==> src/rtl/alu_pkg.sv <==
// Shared types and constants for the 4-bit ALU command driver.
// Holds the opcode and FSM enums plus the result range check used for the overflow flag.
package alu_pkg;

    localparam int DATA_W = 4;
    localparam int RES_W  = 5;
    localparam int MAXPOS = 7;
    localparam int MAXNEG = -8;

    typedef enum logic [1:0] {
        OP_ADD      = 2'b00,
        OP_SUB      = 2'b01,
        OP_NOT_A    = 2'b10,
        OP_RED_OR_B = 2'b11
    } alu_op_e;

    typedef enum logic [1:0] {
        ST_IDLE = 2'b00,
        ST_WAIT = 2'b01,
        ST_RESP = 2'b10
    } state_e;

    // True when a 5-bit ALU result cannot be represented in 4 signed bits.
    function automatic logic out_of_range(input logic signed [RES_W-1:0] v);
        int w_v;
        w_v = int'(v);
        return (w_v > MAXPOS) || (w_v < MAXNEG);
    endfunction

endpackage

==> src/rtl/sat_counter.sv <==
// Saturating up-counter with synchronous clear; sticks at all-ones instead of wrapping.
module sat_counter #(
    parameter int W = 8
) (
    input  logic         clk,
    input  logic         clear,
    input  logic         inc,
    output logic [W-1:0] count
);

    always_ff @(posedge clk) begin
        if (clear) begin
            count <= '0;
        end else if (inc && (count != '1)) begin
            count <= count + W'(1);
        end
    end

endmodule

==> src/rtl/alu_cmd_driver.sv <==
// Initiator front end for the 4-bit ALU: one request in flight, waits the ALU latency,
// captures the signed result with flags and returns it over a response handshake.
module alu_cmd_driver
    import alu_pkg::*;
#(
    parameter int ALU_LATENCY = 1,
    parameter int CNT_W       = 8
) (
    input  logic             clk,
    input  logic             reset,
    input  logic             req_valid,
    output logic             req_ready,
    input  logic [1:0]       req_opcode,
    input  logic [3:0]       req_a,
    input  logic [3:0]       req_b,
    output logic [1:0]       alu_opcode,
    output logic [3:0]       alu_a,
    output logic [3:0]       alu_b,
    input  logic [4:0]       alu_c,
    output logic             rsp_valid,
    input  logic             rsp_ready,
    output logic [4:0]       rsp_result,
    output logic             rsp_ovf4,
    output logic             rsp_zero,
    output logic             rsp_neg,
    output logic [CNT_W-1:0] done_count,
    output logic [CNT_W-1:0] ovf_count
);

    state_e                  r_state;
    state_e                  w_next_state;
    logic [2:0]              r_wait;
    logic [1:0]              r_opcode;
    logic [DATA_W-1:0]       r_a;
    logic [DATA_W-1:0]       r_b;
    logic signed [RES_W-1:0] r_result;
    logic                    r_ovf;
    logic                    r_zero;
    logic                    r_neg;
    logic                    w_accept;
    logic                    w_capture;
    logic                    w_rsp_done;

    always_comb begin
        w_next_state = r_state;
        w_accept     = 1'b0;
        w_capture    = 1'b0;
        w_rsp_done   = 1'b0;
        case (r_state)
            ST_IDLE: begin
                if (req_valid) begin
                    w_accept     = 1'b1;
                    w_next_state = ST_WAIT;
                end
            end
            ST_WAIT: begin
                if (r_wait == 3'd0) begin
                    w_capture    = 1'b1;
                    w_next_state = ST_RESP;
                end
            end
            ST_RESP: begin
                if (rsp_ready) begin
                    w_rsp_done   = 1'b1;
                    w_next_state = ST_IDLE;
                end
            end
            default: w_next_state = ST_IDLE;
        endcase
    end

    // The wait counter spans ALU_LATENCY+1 edges so capture lands one edge after C settles.
    always_ff @(posedge clk) begin
        if (reset) begin
            r_state  <= ST_IDLE;
            r_wait   <= 3'd0;
            r_opcode <= 2'b00;
            r_a      <= '0;
            r_b      <= '0;
            r_result <= '0;
            r_ovf    <= 1'b0;
            r_zero   <= 1'b0;
            r_neg    <= 1'b0;
        end else begin
            r_state <= w_next_state;
            if (w_accept) begin
                r_opcode <= req_opcode;
                r_a      <= req_a;
                r_b      <= req_b;
                r_wait   <= 3'(ALU_LATENCY);
            end else if ((r_state == ST_WAIT) && !w_capture) begin
                r_wait <= r_wait - 3'd1;
            end
            if (w_capture) begin
                r_result <= $signed(alu_c);
                r_ovf    <= out_of_range($signed(alu_c));
                r_zero   <= (alu_c == 5'd0);
                r_neg    <= alu_c[RES_W-1];
            end
        end
    end

    assign req_ready  = (r_state == ST_IDLE);
    assign rsp_valid  = (r_state == ST_RESP);
    assign alu_opcode = r_opcode;
    assign alu_a      = r_a;
    assign alu_b      = r_b;
    assign rsp_result = r_result;
    assign rsp_ovf4   = r_ovf;
    assign rsp_zero   = r_zero;
    assign rsp_neg    = r_neg;

    sat_counter #(.W(CNT_W)) u_done_cnt (
        .clk   (clk),
        .clear (reset),
        .inc   (w_rsp_done),
        .count (done_count)
    );

    sat_counter #(.W(CNT_W)) u_ovf_cnt (
        .clk   (clk),
        .clear (reset),
        .inc   (w_rsp_done && r_ovf),
        .count (ovf_count)
    );

endmodule

==> config.mk <==
export PLATFORM = sky130hd
export DESIGN_NAME = alu_cmd_driver
export DESIGN_NICKNAME = d
export VERILOG_FILES = /design/src/rtl/alu_pkg.sv /design/src/rtl/sat_counter.sv /design/src/rtl/alu_cmd_driver.sv
export SDC_FILE = /design/constraint.sdc
export NUM_CORES = 1
export LEC_CHECK = 0
export CORE_UTILIZATION = 40
export DETAILED_ROUTE_END_ITERATION = 12
export HOLD_SLACK_MARGIN = 0.02
export PLACE_DENSITY = 0.68
export REMOVE_ABC_BUFFERS = 1
export SLEW_MARGIN = 0
export SYNTH_ARGS = -nofsm -noshare
export SYNTH_HDL_FRONTEND = slang
export SYNTH_SLANG_ARGS = --single-unit
export TNS_END_PERCENT = 5
==> constraint.sdc <==
create_clock -name clk -period 1.7 [get_ports clk]
set_input_delay 0.425 -clock clk [delete_from_list [all_inputs] [get_ports clk]]
set_output_delay 0.425 -clock clk [all_outputs]
set_load 0.01 [all_outputs]
# [After elaboration in Yosys (flattened, before gate mapping)]
# Index checks and enable logic that the tools add are counted.
[word_totals] register_bits=39 out_inout_bits=36 wordCells=48
[classes] n_addsub=3 n_lt_le_gt_ge=2 n_eq_ne=7 mux=12 reduce_logical=12
[ops] cell="$add 8x1->8 const B" n=2
[ops] cell="$ne 8x8->1 const B" n=2
[ops] cell="$mux 1" n=8
[ops] cell="$mux 2" n=3
[ops] cell="$pmux 2 s3" n=1
[ops] cell="$gt 5x4->1 const B" n=1
[ops] cell="$logic_not 5->1" n=1
[ops] cell="$lt 5x4->1 const B" n=1
[ops] cell="$logic_and 1x1->1" n=4
[ops] cell="$ne 2x2->1 const B" n=2
[ops] cell="$logic_not 3->1" n=1
[ops] cell="$reduce_and 3->1" n=1
[ops] cell="$sub 3x1->3 const B" n=1
[ops] cell="$eq 2x1->1 const B" n=1
[ops] cell="$eq 2x2->1 const B" n=1
[ops] cell="$logic_not 2->1" n=1
[ops] cell="$ne 2x1->1 const B" n=1
[ops] cell="$reduce_bool 2->1" n=1
[ops] cell="$reduce_or 2->1" n=1
[ops] cell="$logic_not 1->1" n=1
[ops] cell="$logic_or 1x1->1" n=1

# [Longest topological paths before layout]
[logic_depth] ltp_word=7 mapped_depth=7

# [By module]
# From an unflattened synthesis, not the netlist that was laid out.
[hier_totals] cells_unflattened=185 hier_area_um2=1788.0
[modules_own_cells] module="alu_cmd_driver" instances=1 cells_per_inst=93 area_per_inst_um2=927.1 seq_area_each_um2=440.4
[modules_own_cells] module="sat_counter" instances=2 cells_per_inst=46 area_per_inst_um2=430.4 seq_area_each_um2=160.2

# [Worst setup path before layout]
# OpenSTA, ideal clock, no wires.
[synth_path] path_type="register -> register" startpoint="register u_done_cnt.count[0]" endpoint="register u_done_cnt.count[6]" arrival_time_ns=1.346 required_ns=1.572 setup_slack_ns=0.227 stages_incl_launch_ff=6 n_path_buf=0 period_less_slack_ns=1.473 cell_sequence="dfxtp_1 > ha_1 > nand4b_1 > a2111oi_2 > xnor2_1 > nor2_1"
[synth_between] elab_chain_cells=2 word_cells_on_any_way=3 classes_between="1 x add/sub; 1 x eq/ne; 1 x reduce/logical"
[synth_rtl] item="from (decl)" line_no="sat_counter.sv:8" rtl="output logic [W-1:0] count"
[synth_rtl] item="from (signal assigned)" line_no="sat_counter.sv:15" rtl="count <= count + W'(1);"
[synth_rtl] item="branches (longest 2 deep; another with $add 8x1->8)"
# Several ways; the timed one is not identified.
# A chain may end at the register's enable or synchronous reset.

# [Worst setup path after layout]
[layout_path] startpoint="register u_ovf_cnt.count[5]" endpoint="output ovf_count[5]"
[layout_rtl] item="from (decl)" line_no="sat_counter.sv:8"
[layout_rtl] item="from (signal assigned)" line_no="sat_counter.sv:15"
[layout_rtl] item="to (decl)" line_no="alu_cmd_driver.sv:27" rtl="output logic [CNT_W-1:0] ovf_count"
# No word-level cell between the ends.

==> results.md <==
* Status: complete, no violations
* XOR/XNOR share of the synthesized area at under 10%
* Power density over cell area at approximately 780 nW/um^2
* Mux cell area share after synthesis at under 10%
* Asr flop ratio synth at 0%
* Tightest Hold Check Type: register to register
* Port Buffers at between 50 and 60
* Final worst slack at ~0.013 ns
* F_max at just under 600 MHz
* Largest family of logic cells by synthesized area: simple AND/OR/NAND/NOR gates
* Clock period minus worst slack at approximately 1.7 ns
* # diodes at 0
* Crit path launch type: register
* CP max-delay cell: clkdlybuf4s50_1
* GP Congestion at ~0.8
* DRC Markers at 0
* Worst-Margin Slew at between 0.3 and 0.4 ns
* Clock Power Share at about a third
* Horiz. Die Dim at between 60 and 70 um
* Area Overhead vs Synth at 46.5%
* Endpoints failing setup at 0
* Fraction of layout cells with a size suffix above 1 at 14.2%
* Seq cells post-synth at 38
* Synth area leader: dfxtp_1
* Primary FF master, synth: dfxtp_1
* Iteration-0 DRC Markers at 65
* Relative slew slack at between 70% and 80%
* Delay-heaviest family, CP: buffers and inverters
* Clock latency on the worst-skew pair at 0.29 ns
* NetSw at 460 uW
* EDFF count, synth at 0
* WP buf/inv at 1
* Layout Skew at between 0.005 and 0.006 ns
* Worst Setup Path Type: register to output pin
* H-tree Lvls at 2
* Global-route wire length before repair at approximately 5900 um
* Leakage at roughly 0.00095 uW
* Synth warn at 0
* Gr ovfl total at 0
* Effective utilization at floorplan at roughly 43%
* Clk slew on worst S/H paths at roughly 0.070 ns
* Dpl cells at between 200 and 300
* Core Rows at 22
* Syn Inst Count at about 190
* Commonest non-fill, non-tap cell in the layout: clkdlybuf4s50_1
* Switching Fraction at between 20% and 30%
* Cell Chain, Critical Path: clkdlybuf4s50_1
* Placed cell area at between 2000 and 2500 sq um
* Avg Vias per Cell at slightly below 5
* Compound-Gate Fraction of Synth Area at between 15 and 20%
* Clock root cell: clkbuf_8
* CTS Hold Buffers Added at 0
* Post-synthesis average cell area at about 8.6 sq um
* CTS tree: built
* Worst vdd ir at between 0.7 and 0.8 mV
* Core Box Area at 3800 sq um
* Commonest cells after routing, fill and taps aside: 47 x clkdlybuf4s50_1, 40 x nand2_1, 27 x a21oi_1, 27 x dfxtp_1, 13 x nor2_1
* Part of the power in combinational logic at between 10% and 20%
* Initial antenna violation count at 0
* Cell-internal power at approximately 1400 uW
* Top cells by area, synth: dfxtp_1 47%, nand2_1 9.2%, a21oi_1 8.3%
* Post-Synth Simple-Gate Area at 25.1%
* Hold Vio Cnt, Final at 0
* Fin cells at around 300
* Post-route clock period utilization at between 90 and 100%
* Layout Nets at around 280
* Netlist cell types at 38
* Design area at approximately 2400 sq um
* Max Root-Sink Buffers at 2
* Die Ht at approximately 66 um
* IO Count at 55
* Detailed Place HPWL at around 2600 um
* Max Cap Viol at 0
* Post-place setup slack at -0.326 ns
* Register area share after synthesis at around 47%
* Vias at approximately 1.5k
* Final Max Slew Viols at 0
* Critical path fanouts, max at 5
* Core Util, Final at between 60% and 70%
* Clk sinks at 38
* Adder-cell share of the synthesized area at around 3.1%
* Gr usage total at between 10% and 20%
* Register share of total power at between 50% and 60%
* Unrepaired setup endpoints after global routing: true
* Wire length per cell at 11.5 um
* Worst hold margin at between 0.4 and 0.5 ns
* Mapped cell area at 1630 sq um
* CTS buffer count at 5
* Number of global-route vias before repair at approximately 1.3k
* Critical path required time at 1.27 ns
* Share of the synthesized area in the top cell type at 46.6%
* DRT Wirelength at between 3000 and 4000 um
* Post-DRT Antenna Nets at 0
* First-pass detailed-route iteration total at 3
* Largest stage delay on the critical path at 0.56 ns
* Die area at ~4300 sq um
* CP arrival at 1.26 ns
* Largest net degree at the start of global routing at 14
* Worst setup EP type: output pin
==> state kept, by name (all words and copies together) (netlist names) <==
name              count
r_wait                3
rsp_zero              1
u_done_cnt.count      8
u_ovf_cnt.count       8
alu_opcode            2
rsp_result            5
alu_b                 4
r_state               2
alu_a                 4
rsp_ovf4              1
==> stage by stage <==
step                      total power [uW]  setup TNS (ns)
after floorplan                       1090               0
after global placement                1260           -1.37
after detailed placement              1260           -1.79
after CTS                             1900               0
after global routing                  1970         -0.0367
final                                 1870               0
==> per-layer routing <==
metal / up-vias / GRT usage [%] / share of wire [%]
met5: - / 0 / 0
met3: 5 / 6.72 / 5.2
li1: 783 / - / -
met1: 677 / 22.1 / 47
met2: 29 / 27.7 / 47
met4: 0 / 4.89 / 1.0
==> path summary, 6_finish.rpt <==
| kind | startpoint | end | slack (ns) | cells past startpoint |
|---|---|---|---|---|
| worst max-delay path | u_ovf_cnt.count[5]$_SDFFE_PP0P_ | ovf_count[5] | 0.01 | 1 |
| worst min-delay path | alu_a[3]$_SDFFE_PP0P_ | alu_a[3]$_SDFFE_PP0P_ | 0.45 | 2 |
| worst max register to register | u_ovf_cnt.count[0]$_SDFFE_PP0P_ | u_ovf_cnt.count[5]$_SDFFE_PP0P_ | 0.18 | 5 |
| worst min register to register | alu_a[3]$_SDFFE_PP0P_ | alu_a[3]$_SDFFE_PP0P_ | 0.45 | 2 |
==> layout make-up <==
| class | count | area, sq um |
|---|---|---|
| Multi-Input combinational cell | 141 | 818 |
| Clock inverter | 1 | 5.00 |
| Inverter | 3 | 11.3 |
| Clock buffer | 7 | 86.3 |
| Tap cell | 48 | 60.1 |
| Fill cell | 354 | 1410 |
| Timing Repair Buffer | 64 | 638 |
| Sequential cell | 38 | 774 |
==> logic make-up after synthesis <==
logic type | count (synthesis)
AOI/OAI and AO/OA | 42
xor gates and xnor gates | 9
adders and majority gates | 4
buffers and inverters | 12
DFF | 38
muxes | 2
and+or+nand+nor | 84
==> cells in the mapped netlist (all sizes together) (2+ instances only) <==
library cell   n
a2111oi        2
a211oi         3
a21oi         27
and2           2
and2b          3
buf            4
clkbuf         5
dfxtp         38
ha             4
inv            3
mux2i          2
nand2         40
nand3          6
nand4          3
nand4b         2
nor2          14
o21ai          5
o31ai          3
or3            4
or4            3
xnor2          4
xor2           5
==> power by group through the flow <==
| stage | Clock (uW) | Sequential (uW) | Combinational [uW] |
|---|---|---|---|
| floorplan | 0 | 985 | 104 |
| finish | 636 | 955 | 281 |
| global placement | 0 | 972 | 286 |
| CTS | 660 | 955 | 286 |
| global route | 699 | 959 | 312 |
| detailed placement | 0 | 974 | 287 |
==> what timing repair did <==
action	4_1_cts	5_1_grt
endpoints found under the setup margin	9	10
pin swaps	2	0
gates resized for setup	11	8
setup buffers	0	0
No activity file was read; power rests on OpenSTA's default activity.
